==> config.mk <==
export PLATFORM = sky130hd
export DESIGN_NAME = dma_read_requester_flat
export DESIGN_NICKNAME = d
export VERILOG_FILES = /design/src/rtl/venturi_pcie_pkg.sv /design/src/rtl/dma_read_requester_if.sv /design/src/rtl/dma_tag_pool.sv /design/src/rtl/dma_read_requester.sv /design/src/flat_wrapper.sv
export SDC_FILE = /design/constraint.sdc
export NUM_CORES = 1
export LEC_CHECK = 0
export ABC_AREA = 0
export CORE_ASPECT_RATIO = 1.25
export CORE_UTILIZATION = 25
export CTS_CLUSTER_DIAMETER = 150
export DETAILED_ROUTE_END_ITERATION = 16
export DONT_BUFFER_PORTS = 1
export GPL_ROUTABILITY_DRIVEN = 1
export SETUP_SLACK_MARGIN = 0.15
export SYNTH_ARGS = -nofsm -noshare
export SYNTH_HDL_FRONTEND = slang
export SYNTH_SLANG_ARGS = --single-unit
==> constraint.sdc <==
create_clock -name clk -period 6.91 [get_ports clk]
set_input_delay 1.0365 -clock clk [delete_from_list [all_inputs] [get_ports clk]]
set_output_delay 1.0365 -clock clk [all_outputs]
set_load 0.02 [all_outputs]
==> src/rtl/venturi_pcie_pkg.sv <==
// Shared PCIe requester definitions: request type codes, page geometry, completion status
// and the DMA read requester FSM encoding.
package venturi_pcie_pkg;

    localparam logic [3:0]  RQ_TYPE_MRD   = 4'b0000;
    localparam int unsigned PAGE_DW       = 1024;
    localparam logic [2:0]  CPL_STATUS_SC = 3'd0;

    typedef enum logic [1:0] {
        StIdle,
        StAlloc,
        StIssue,
        StDrain
    } rd_state_e;

    // MRRS code to DWORDs: 0 -> 32 DW (128 B) .. 5 -> 1024 DW (4 KB); 6 and 7 saturate at 5.
    function automatic logic [10:0] mrrs_to_dw(input logic [2:0] code);
        logic [2:0] c;
        c = (code > 3'd5) ? 3'd5 : code;
        return 11'd32 << c;
    endfunction

endpackage

==> src/rtl/dma_read_requester_if.sv <==
// Command, RQ-formatter request and RC-parser descriptor signals of the DMA read requester.
// master = requester side, slave = user logic / pcie_interface side.
interface dma_read_requester_if #(
    parameter int unsigned LEN_WIDTH = 16
);
    logic                 cmd_valid;
    logic                 cmd_ready;
    logic [63:0]          cmd_addr;
    logic [LEN_WIDTH-1:0] cmd_len;

    logic                 rq_valid;
    logic                 rq_ready;
    logic [3:0]           rq_type;
    logic                 rq_sop;
    logic                 rq_last;
    logic [63:0]          rq_addr;
    logic [10:0]          rq_dword_count;
    logic [7:0]           rq_tag;
    logic [15:0]          rq_requester_id;
    logic [2:0]           rq_tc;

    logic                 rc_desc_valid;
    logic [7:0]           rc_tag;
    logic [2:0]           rc_status;
    logic                 rc_request_completed;

    modport master (
        input  cmd_valid, cmd_addr, cmd_len,
        output cmd_ready,
        output rq_valid, rq_type, rq_sop, rq_last, rq_addr, rq_dword_count, rq_tag,
        output rq_requester_id, rq_tc,
        input  rq_ready,
        input  rc_desc_valid, rc_tag, rc_status, rc_request_completed
    );

    modport slave (
        output cmd_valid, cmd_addr, cmd_len,
        input  cmd_ready,
        input  rq_valid, rq_type, rq_sop, rq_last, rq_addr, rq_dword_count, rq_tag,
        input  rq_requester_id, rq_tc,
        output rq_ready,
        output rc_desc_valid, rc_tag, rc_status, rc_request_completed
    );

endinterface

==> src/rtl/dma_tag_pool.sv <==
// Tag allocator: in-use bitmap, lowest-free-tag priority encoder, outstanding counter.
// Release is qualified internally (tag in range and in use); flush frees every tag.
module dma_tag_pool #(
    parameter int unsigned TAG_COUNT = 32
) (
    input  logic       clk,
    input  logic       rst_n,
    input  logic       alloc,
    output logic       alloc_avail,
    output logic [7:0] alloc_tag,
    input  logic [7:0] query_tag,
    output logic       query_in_use,
    input  logic       release_req,
    input  logic       flush,
    output logic [8:0] outstanding
);

    logic [TAG_COUNT-1:0] in_use_q, in_use_d;
    logic [8:0]           outstanding_q, outstanding_d;
    logic                 do_alloc, do_release;

    always_comb begin
        alloc_avail = 1'b0;
        alloc_tag   = '0;
        for (int i = int'(TAG_COUNT) - 1; i >= 0; i--) begin
            if (!in_use_q[i]) begin
                alloc_avail = 1'b1;
                alloc_tag   = 8'(i);
            end
        end
    end

    // Out-of-range tags never match any bitmap entry, so they read as free.
    always_comb begin
        query_in_use = 1'b0;
        for (int i = 0; i < int'(TAG_COUNT); i++) begin
            if (query_tag == 8'(i)) query_in_use = in_use_q[i];
        end
    end

    assign do_alloc   = alloc && alloc_avail;
    assign do_release = release_req && query_in_use;

    always_comb begin
        in_use_d = in_use_q;
        for (int i = 0; i < int'(TAG_COUNT); i++) begin
            if (do_alloc && alloc_tag == 8'(i))     in_use_d[i] = 1'b1;
            if (do_release && query_tag == 8'(i))   in_use_d[i] = 1'b0;
        end
        if (flush) in_use_d = '0;
    end

    always_comb begin
        outstanding_d = outstanding_q + 9'(do_alloc) - 9'(do_release);
        if (flush) outstanding_d = '0;
    end

    always_ff @(posedge clk or negedge rst_n) begin
        if (!rst_n) begin
            in_use_q      <= '0;
            outstanding_q <= '0;
        end else begin
            in_use_q      <= in_use_d;
            outstanding_q <= outstanding_d;
        end
    end

    assign outstanding = outstanding_q;

endmodule

==> src/rtl/dma_read_requester.sv <==
// Splits a host read command into MRd requests bounded by MRRS and 4 KB pages, tracking tags.
// Optional completion timeout enabled by defining DMA_RD_TIMEOUT_EN.
module dma_read_requester
    import venturi_pcie_pkg::*;
#(
    parameter int unsigned TAG_COUNT      = 32,
    parameter int unsigned LEN_WIDTH      = 16,
    parameter logic [2:0]  TC             = 3'd0,
    parameter int unsigned TIMEOUT_CYCLES = 65536
) (
    input  logic                        clk,
    input  logic                        rst_n,
    dma_read_requester_if.master        bus,
    input  logic [2:0]                  cfg_max_read_req,
    input  logic [15:0]                 requester_id,
    output logic                        busy,
    output logic                        done,
    output logic                        err,
    output logic [8:0]                  outstanding
);

    rd_state_e            state_q;
    logic [63:0]          addr_q;
    logic [LEN_WIDTH-1:0] rem_q;
    logic                 rq_valid_q;
    logic [63:0]          rq_addr_q;
    logic [10:0]          rq_dword_count_q;
    logic [7:0]           rq_tag_q;
    logic [15:0]          rq_requester_id_q;
    logic [2:0]           rq_tc_q;
    logic                 done_q;
    logic                 err_q;

    logic                 alloc_avail;
    logic [7:0]           alloc_tag;
    logic                 tag_in_use;
    logic                 cpl_hit;
    logic                 timeout;
    logic [10:0]          mrrs_dw;
    logic [10:0]          page_left;
    logic [10:0]          chunk;
    logic [31:0]          rem_ext;

    assign mrrs_dw   = mrrs_to_dw(cfg_max_read_req);
    assign page_left = 11'(PAGE_DW) - {1'b0, addr_q[11:2]};
    assign rem_ext   = 32'(rem_q);

    always_comb begin
        chunk = mrrs_dw;
        if (page_left < chunk)       chunk = page_left;
        if (rem_ext < 32'(chunk))    chunk = rem_ext[10:0];
    end

    assign cpl_hit = bus.rc_desc_valid && tag_in_use;

    dma_tag_pool #(
        .TAG_COUNT(TAG_COUNT)
    ) u_tag_pool (
        .clk         (clk),
        .rst_n       (rst_n),
        .alloc       (state_q == StAlloc && !timeout),
        .alloc_avail (alloc_avail),
        .alloc_tag   (alloc_tag),
        .query_tag   (bus.rc_tag),
        .query_in_use(tag_in_use),
        .release_req (bus.rc_desc_valid && bus.rc_request_completed),
        .flush       (timeout),
        .outstanding (outstanding)
    );

`ifdef DMA_RD_TIMEOUT_EN
    logic [31:0] tmo_q;
    logic        tmo_reload;

    assign tmo_reload = cpl_hit || (state_q == StIssue && bus.rq_ready);
    assign timeout    = (outstanding != '0) && (tmo_q == 32'(TIMEOUT_CYCLES - 1));

    always_ff @(posedge clk or negedge rst_n) begin
        if (!rst_n) begin
            tmo_q <= '0;
        end else if (tmo_reload || timeout || outstanding == '0) begin
            tmo_q <= '0;
        end else begin
            tmo_q <= tmo_q + 32'd1;
        end
    end
`else
    assign timeout = 1'b0;
`endif

    always_ff @(posedge clk or negedge rst_n) begin
        if (!rst_n) begin
            state_q           <= StIdle;
            addr_q            <= '0;
            rem_q             <= '0;
            rq_valid_q        <= 1'b0;
            rq_addr_q         <= '0;
            rq_dword_count_q  <= '0;
            rq_tag_q          <= '0;
            rq_requester_id_q <= '0;
            rq_tc_q           <= '0;
            done_q            <= 1'b0;
            err_q             <= 1'b0;
        end else begin
            done_q <= 1'b0;
            if (cpl_hit && bus.rc_status != CPL_STATUS_SC) err_q <= 1'b1;
            if (timeout) begin
                err_q      <= 1'b1;
                rq_valid_q <= 1'b0;
                state_q    <= StDrain;
            end else begin
                unique case (state_q)
                    StIdle: begin
                        if (bus.cmd_valid) begin
                            addr_q  <= bus.cmd_addr & ~64'h3;
                            rem_q   <= bus.cmd_len;
                            err_q   <= 1'b0;
                            state_q <= (bus.cmd_len == '0) ? StDrain : StAlloc;
                        end
                    end
                    StAlloc: begin
                        if (alloc_avail) begin
                            rq_valid_q        <= 1'b1;
                            rq_addr_q         <= addr_q;
                            rq_dword_count_q  <= chunk;
                            rq_tag_q          <= alloc_tag;
                            rq_requester_id_q <= requester_id;
                            rq_tc_q           <= TC;
                            state_q           <= StIssue;
                        end
                    end
                    StIssue: begin
                        if (bus.rq_ready) begin
                            rq_valid_q <= 1'b0;
                            addr_q     <= addr_q + {51'b0, rq_dword_count_q, 2'b00};
                            rem_q      <= rem_q - LEN_WIDTH'(rq_dword_count_q);
                            state_q    <= (rem_q == LEN_WIDTH'(rq_dword_count_q)) ? StDrain
                                                                                  : StAlloc;
                        end
                    end
                    StDrain: begin
                        if (outstanding == '0) begin
                            done_q  <= 1'b1;
                            state_q <= StIdle;
                        end
                    end
                    default: state_q <= StIdle;
                endcase
            end
        end
    end

    assign bus.cmd_ready       = (state_q == StIdle);
    assign bus.rq_valid        = rq_valid_q;
    assign bus.rq_type         = RQ_TYPE_MRD;
    assign bus.rq_sop          = rq_valid_q;
    assign bus.rq_last         = rq_valid_q;
    assign bus.rq_addr         = rq_addr_q;
    assign bus.rq_dword_count  = rq_dword_count_q;
    assign bus.rq_tag          = rq_tag_q;
    assign bus.rq_requester_id = rq_requester_id_q;
    assign bus.rq_tc           = rq_tc_q;

    assign busy = (state_q != StIdle);
    assign done = done_q;
    assign err  = err_q;

endmodule

==> src/flat_wrapper.sv <==
// flat-port wrapper written by rule: the top's interface ports become plain ports
module dma_read_requester_flat import venturi_pcie_pkg::*;
#(
    parameter int unsigned TAG_COUNT      = 32,
    parameter int unsigned LEN_WIDTH      = 16,
    parameter logic [2:0]  TC             = 3'd0,
    parameter int unsigned TIMEOUT_CYCLES = 65536
)
  (clk, rst_n, cfg_max_read_req, requester_id, busy, done, err, outstanding, bus_cmd_valid, bus_cmd_addr, bus_cmd_len, bus_cmd_ready, bus_rq_valid, bus_rq_type, bus_rq_sop, bus_rq_last, bus_rq_addr, bus_rq_dword_count, bus_rq_tag, bus_rq_requester_id, bus_rq_tc, bus_rq_ready, bus_rc_desc_valid, bus_rc_tag, bus_rc_status, bus_rc_request_completed);
  dma_read_requester_if #(.LEN_WIDTH(LEN_WIDTH)) bus_i ();
  input  logic clk;
  input  logic rst_n;
  input  logic [2:0] cfg_max_read_req;
  input  logic [15:0] requester_id;
  output logic busy;
  output logic done;
  output logic err;
  output logic [8:0] outstanding;
  input wire logic [$bits(bus_i.cmd_valid)-1:0] bus_cmd_valid;
  input wire logic [$bits(bus_i.cmd_addr)-1:0] bus_cmd_addr;
  input wire logic [$bits(bus_i.cmd_len)-1:0] bus_cmd_len;
  output wire logic [$bits(bus_i.cmd_ready)-1:0] bus_cmd_ready;
  output wire logic [$bits(bus_i.rq_valid)-1:0] bus_rq_valid;
  output wire logic [$bits(bus_i.rq_type)-1:0] bus_rq_type;
  output wire logic [$bits(bus_i.rq_sop)-1:0] bus_rq_sop;
  output wire logic [$bits(bus_i.rq_last)-1:0] bus_rq_last;
  output wire logic [$bits(bus_i.rq_addr)-1:0] bus_rq_addr;
  output wire logic [$bits(bus_i.rq_dword_count)-1:0] bus_rq_dword_count;
  output wire logic [$bits(bus_i.rq_tag)-1:0] bus_rq_tag;
  output wire logic [$bits(bus_i.rq_requester_id)-1:0] bus_rq_requester_id;
  output wire logic [$bits(bus_i.rq_tc)-1:0] bus_rq_tc;
  input wire logic [$bits(bus_i.rq_ready)-1:0] bus_rq_ready;
  input wire logic [$bits(bus_i.rc_desc_valid)-1:0] bus_rc_desc_valid;
  input wire logic [$bits(bus_i.rc_tag)-1:0] bus_rc_tag;
  input wire logic [$bits(bus_i.rc_status)-1:0] bus_rc_status;
  input wire logic [$bits(bus_i.rc_request_completed)-1:0] bus_rc_request_completed;
  assign bus_i.cmd_valid = bus_cmd_valid;
  assign bus_i.cmd_addr = bus_cmd_addr;
  assign bus_i.cmd_len = bus_cmd_len;
  assign bus_cmd_ready = bus_i.cmd_ready;
  assign bus_rq_valid = bus_i.rq_valid;
  assign bus_rq_type = bus_i.rq_type;
  assign bus_rq_sop = bus_i.rq_sop;
  assign bus_rq_last = bus_i.rq_last;
  assign bus_rq_addr = bus_i.rq_addr;
  assign bus_rq_dword_count = bus_i.rq_dword_count;
  assign bus_rq_tag = bus_i.rq_tag;
  assign bus_rq_requester_id = bus_i.rq_requester_id;
  assign bus_rq_tc = bus_i.rq_tc;
  assign bus_i.rq_ready = bus_rq_ready;
  assign bus_i.rc_desc_valid = bus_rc_desc_valid;
  assign bus_i.rc_tag = bus_rc_tag;
  assign bus_i.rc_status = bus_rc_status;
  assign bus_i.rc_request_completed = bus_rc_request_completed;
  dma_read_requester #(.TAG_COUNT(TAG_COUNT), .LEN_WIDTH(LEN_WIDTH), .TC(TC), .TIMEOUT_CYCLES(TIMEOUT_CYCLES)) u_core (.clk(clk), .rst_n(rst_n), .bus(bus_i), .cfg_max_read_req(cfg_max_read_req), .requester_id(requester_id), .busy(busy), .done(done), .err(err), .outstanding(outstanding));
endmodule
==> qor.yml <==
syn_area_per_cell_um2: 8.39
htree_levels: 1
dieHeight_um: 259
cp-start-kind: "flop"
grt_pass1_wl_mm: 74.4
worst_slew_pin_slew_ns: 1.04
async_flop_share_pct: 100
period_minus_slack_ns: 4.99
cts_tree: "yes"
period_share_pct: 72.2
ant_nets: 0
report.power.total_mw: 7.54
dp_hpwl_mm: 34.3
synth_flop_cell: "dfrtp_1"
reg2reg_slack_ns: 1.92
cp_max_fo: 22
grt_usage_pct: 17.8
yosys.area_share.adder_pct: 5.29
grt_pass1_vias: 12000
rr_worst_depth: 19
synth_top_family_by_area: "simple AND/OR/NAND/NOR gates"
ys_seq_area_share_pct: 41.3
design_area_um2: 14800
critPathCaptureType: "flop"
vias: 12200
wl_per_cell_um: 22.0
ctsResizeCount: 0
clockBufferDepth: 3
core_area_um2: 51800
post_cts_buffers: 0
synth-compound-area-share_pct: 20.4
critPathArrivalTime_ns: 5.44
relSlewSlack_pct: 30.0
antenna_found_initial: 7
rr_endpoint: "u_core.bus.rq_dword_count[7]"
initial_core_util_pct: 25.5
grt_overflow: 0
yosys.area_share.simple_pct: 24.9
ys_ff_latch: 218
fmax_mhz: 200
postCtsHoldBufs: 0
io_pins: 238
drtIter0Drc: 1000
synth.yosys.warnings: 0
power.density_nw_per_um2: 511
setup_slack_ns: 1.92
instances_no_fill: 2212
path_buf_inv: 3
final_max_slew_viol_count: 0
synth_enable_flop_cells: 0
cp_cell_sequence: "nor4_1 > nand2_1 > or4b_2 > inv_1 > ha_1 > nand2_1 > a21oi_1 > a221oi_2 > buf_4 > nor2_1 > a21oi_1 > ha_1 > nand3_1 > nor3_1 > o31a_1 > a2111oi_0 > o21ai_1 > buf_4 > a221o_1"
cap_violations: 0
leakage_nw: 6.33
vdd.ir_drop.worst_v: 0.000183
final_nets: 1695
dpl.cell_count: 2160
wirelength_mm: 48.7
clk_latency_ns: 0.56
synth_cells: 1574
rows: 93
crit_required_ns: 7.36
clkSinkCount: 218
grt_max_degree: 219
setup_viol: 0
area_growth_syn_to_layout_pct: 11.8
rsz0062_at_grt: "no"
yosys-mux-area-fraction_pct: 0.957
dpl-instance-area_um2: 13800
viasPerCell: 5.50
root_buffer: "clkbuf_16"
yosys.cell_types.count: 81
r2r_start: "u_core.addr_q[7]"
drt_first_pass_iters: 7
path_delay_family: "simple AND/OR/NAND/NOR gates"
finalHoldViolations: 0
critPathSlowestCell: "or4b_2"
setup_tns_ns: 0
path_class: "flop to flop"
syn-cell-area_um2: 13200
die_width_um: 208
final_layout_size_suffix_gt1_share_pct: 6.34
cts_buffers: 28
synth-xor-area-share_pct: 1.86
dieArea_um2: 53700
portBuffers: 0
min_path_type: "input pin to asynchronous set/reset pin"
outcome: "complete, no violations"
gp_congestion: 0.907
drc: 0
max_stage_delay_ns: 0.62
preCtsSetupSlack_ns: 1.82
nFillCells: 5506
clkTransAtPathRegs_ns: 0.06
fin_skew_ns: 0.0127
==> cell families (layout without fill, tap and decap cells) <==
family,after synthesis,in the layout
adders and majority gates,54,54
other,1,13
buffers and inverters,159,120
AOI/OAI and AO/OA,399,399
xor gates and xnor gates,28,28
DFF,218,218
muxes,10,10
and+or+nand+nor,705,705
==> power by group <==
group	internal [mW]	switching, mW
sequential	1.81	1.04
combinational	1.16	1.94
clock	0.962	0.629
==> cells in the final DEF, fill, tap and decap left out, drive strengths merged, types with 13 or more instances in the layout <==
| cell | n |
|---|---|
| a211oi | 24 |
| nor3 | 60 |
| nor4 | 18 |
| or3 | 19 |
| and3 | 35 |
| xor2 | 16 |
| a31oi | 67 |
| dfrtp | 218 |
| o211ai | 17 |
| inv | 55 |
| nor2 | 104 |
| a21oi | 88 |
| nand3 | 35 |
| nand2 | 338 |
| nand4 | 35 |
| clkbuf | 37 |
| nor2b | 13 |
| buf | 15 |
| a21o | 15 |
| o21ai | 59 |
| ha | 51 |
==> cell usage after synthesis, drive strengths merged, types with 8 or more instances <==
cell type / instances / area (um2)
buf: 43 / 255
xor2: 16 / 140
a211oi: 24 / 185
a21oi: 88 / 440
o21ai: 59 / 299
a21o: 15 / 113
o21a: 11 / 82.6
and2: 8 / 50.1
ha: 51 / 638
and3: 35 / 219
or3: 19 / 119
nor2b: 13 / 81.3
inv: 53 / 199
a311oi: 12 / 105
nand3: 35 / 175
a31oi: 67 / 419
o211ai: 17 / 128
xnor2: 12 / 105
clkbuf: 62 / 234
nor3: 60 / 322
nand2: 338 / 1270
a221o: 8 / 80.1
a41oi: 10 / 87.6
dfrtp: 218 / 5460
nor2: 104 / 405
nor4: 18 / 119
nand4: 35 / 219
and4: 11 / 96.3
==> worst max-delay path by stage <==
stage	from	to	slack [ns]	cells past startpoint
after global routing	u_core.addr_q[7]	u_core.bus.rq_dword_count[7]	1.16	19
after CTS	u_core.addr_q[7]	u_core.bus.rq_dword_count[7]	1.90	19
after floorplan	u_core.addr_q[7]	u_core.bus.rq_dword_count[5]	2.24	19
after global placement	bus_rc_tag[7]	u_core.u_tag_pool.outstanding[8]	1.82	18
after detailed placement	bus_rc_tag[7]	u_core.u_tag_pool.outstanding[8]	1.82	18
final	u_core.addr_q[7]	u_core.bus.rq_dword_count[7]	1.92	19
==> cell type report <==
cell class / count / area, um2 / area share [%]
antenna: 1 / 2.50 / 0.0170
clock buffer: 37 / 836 / 5.66
clock inverter: 14 / 166 / 1.13
inverter: 54 / 205 / 1.39
multi-input combinational: 1208 / 7150 / 48.4
sequential: 218 / 5460 / 37.0
tap: 665 / 832 / 5.64
timing repair buffer: 15 / 113 / 0.763
==> state kept, by name, summed over array words and instances, names as in the netlist <==
name                           cells
u_core.addr_q                     62
u_core.u_tag_pool.outstanding      9
u_core.state_q                     2
u_core.bus.rq_requester_id        16
u_core.bus.rq_addr                62
u_core.err                         1
u_core.bus.rq_tag                  5
u_core.rem_q                      16
u_core.bus.rq_dword_count         11
u_core.done                        1
u_core.bus.rq_last                 1
u_core.u_tag_pool.in_use_q        32
==> metrics by stage <==
step,hold slack (ns),utilization [%]
detailed placement,0.502,26.6
floorplan,0.453,-
global placement,0.486,26.6
finish,0.171,28.5
global route,0.141,28.5
CTS,0.137,28.5
==> per-layer routing <==
metal / GRT usage (%) / wire length, um / vias up
li1: - / - / 5597
met2: 31.2 / 24100 / 487
met1: 20.9 / 19200 / 5982
met5: 0 / 31 / -
met4: 6.03 / 1510 / 6
met3: 4.71 / 3870 / 94
(Power assumes the default switching activity.)
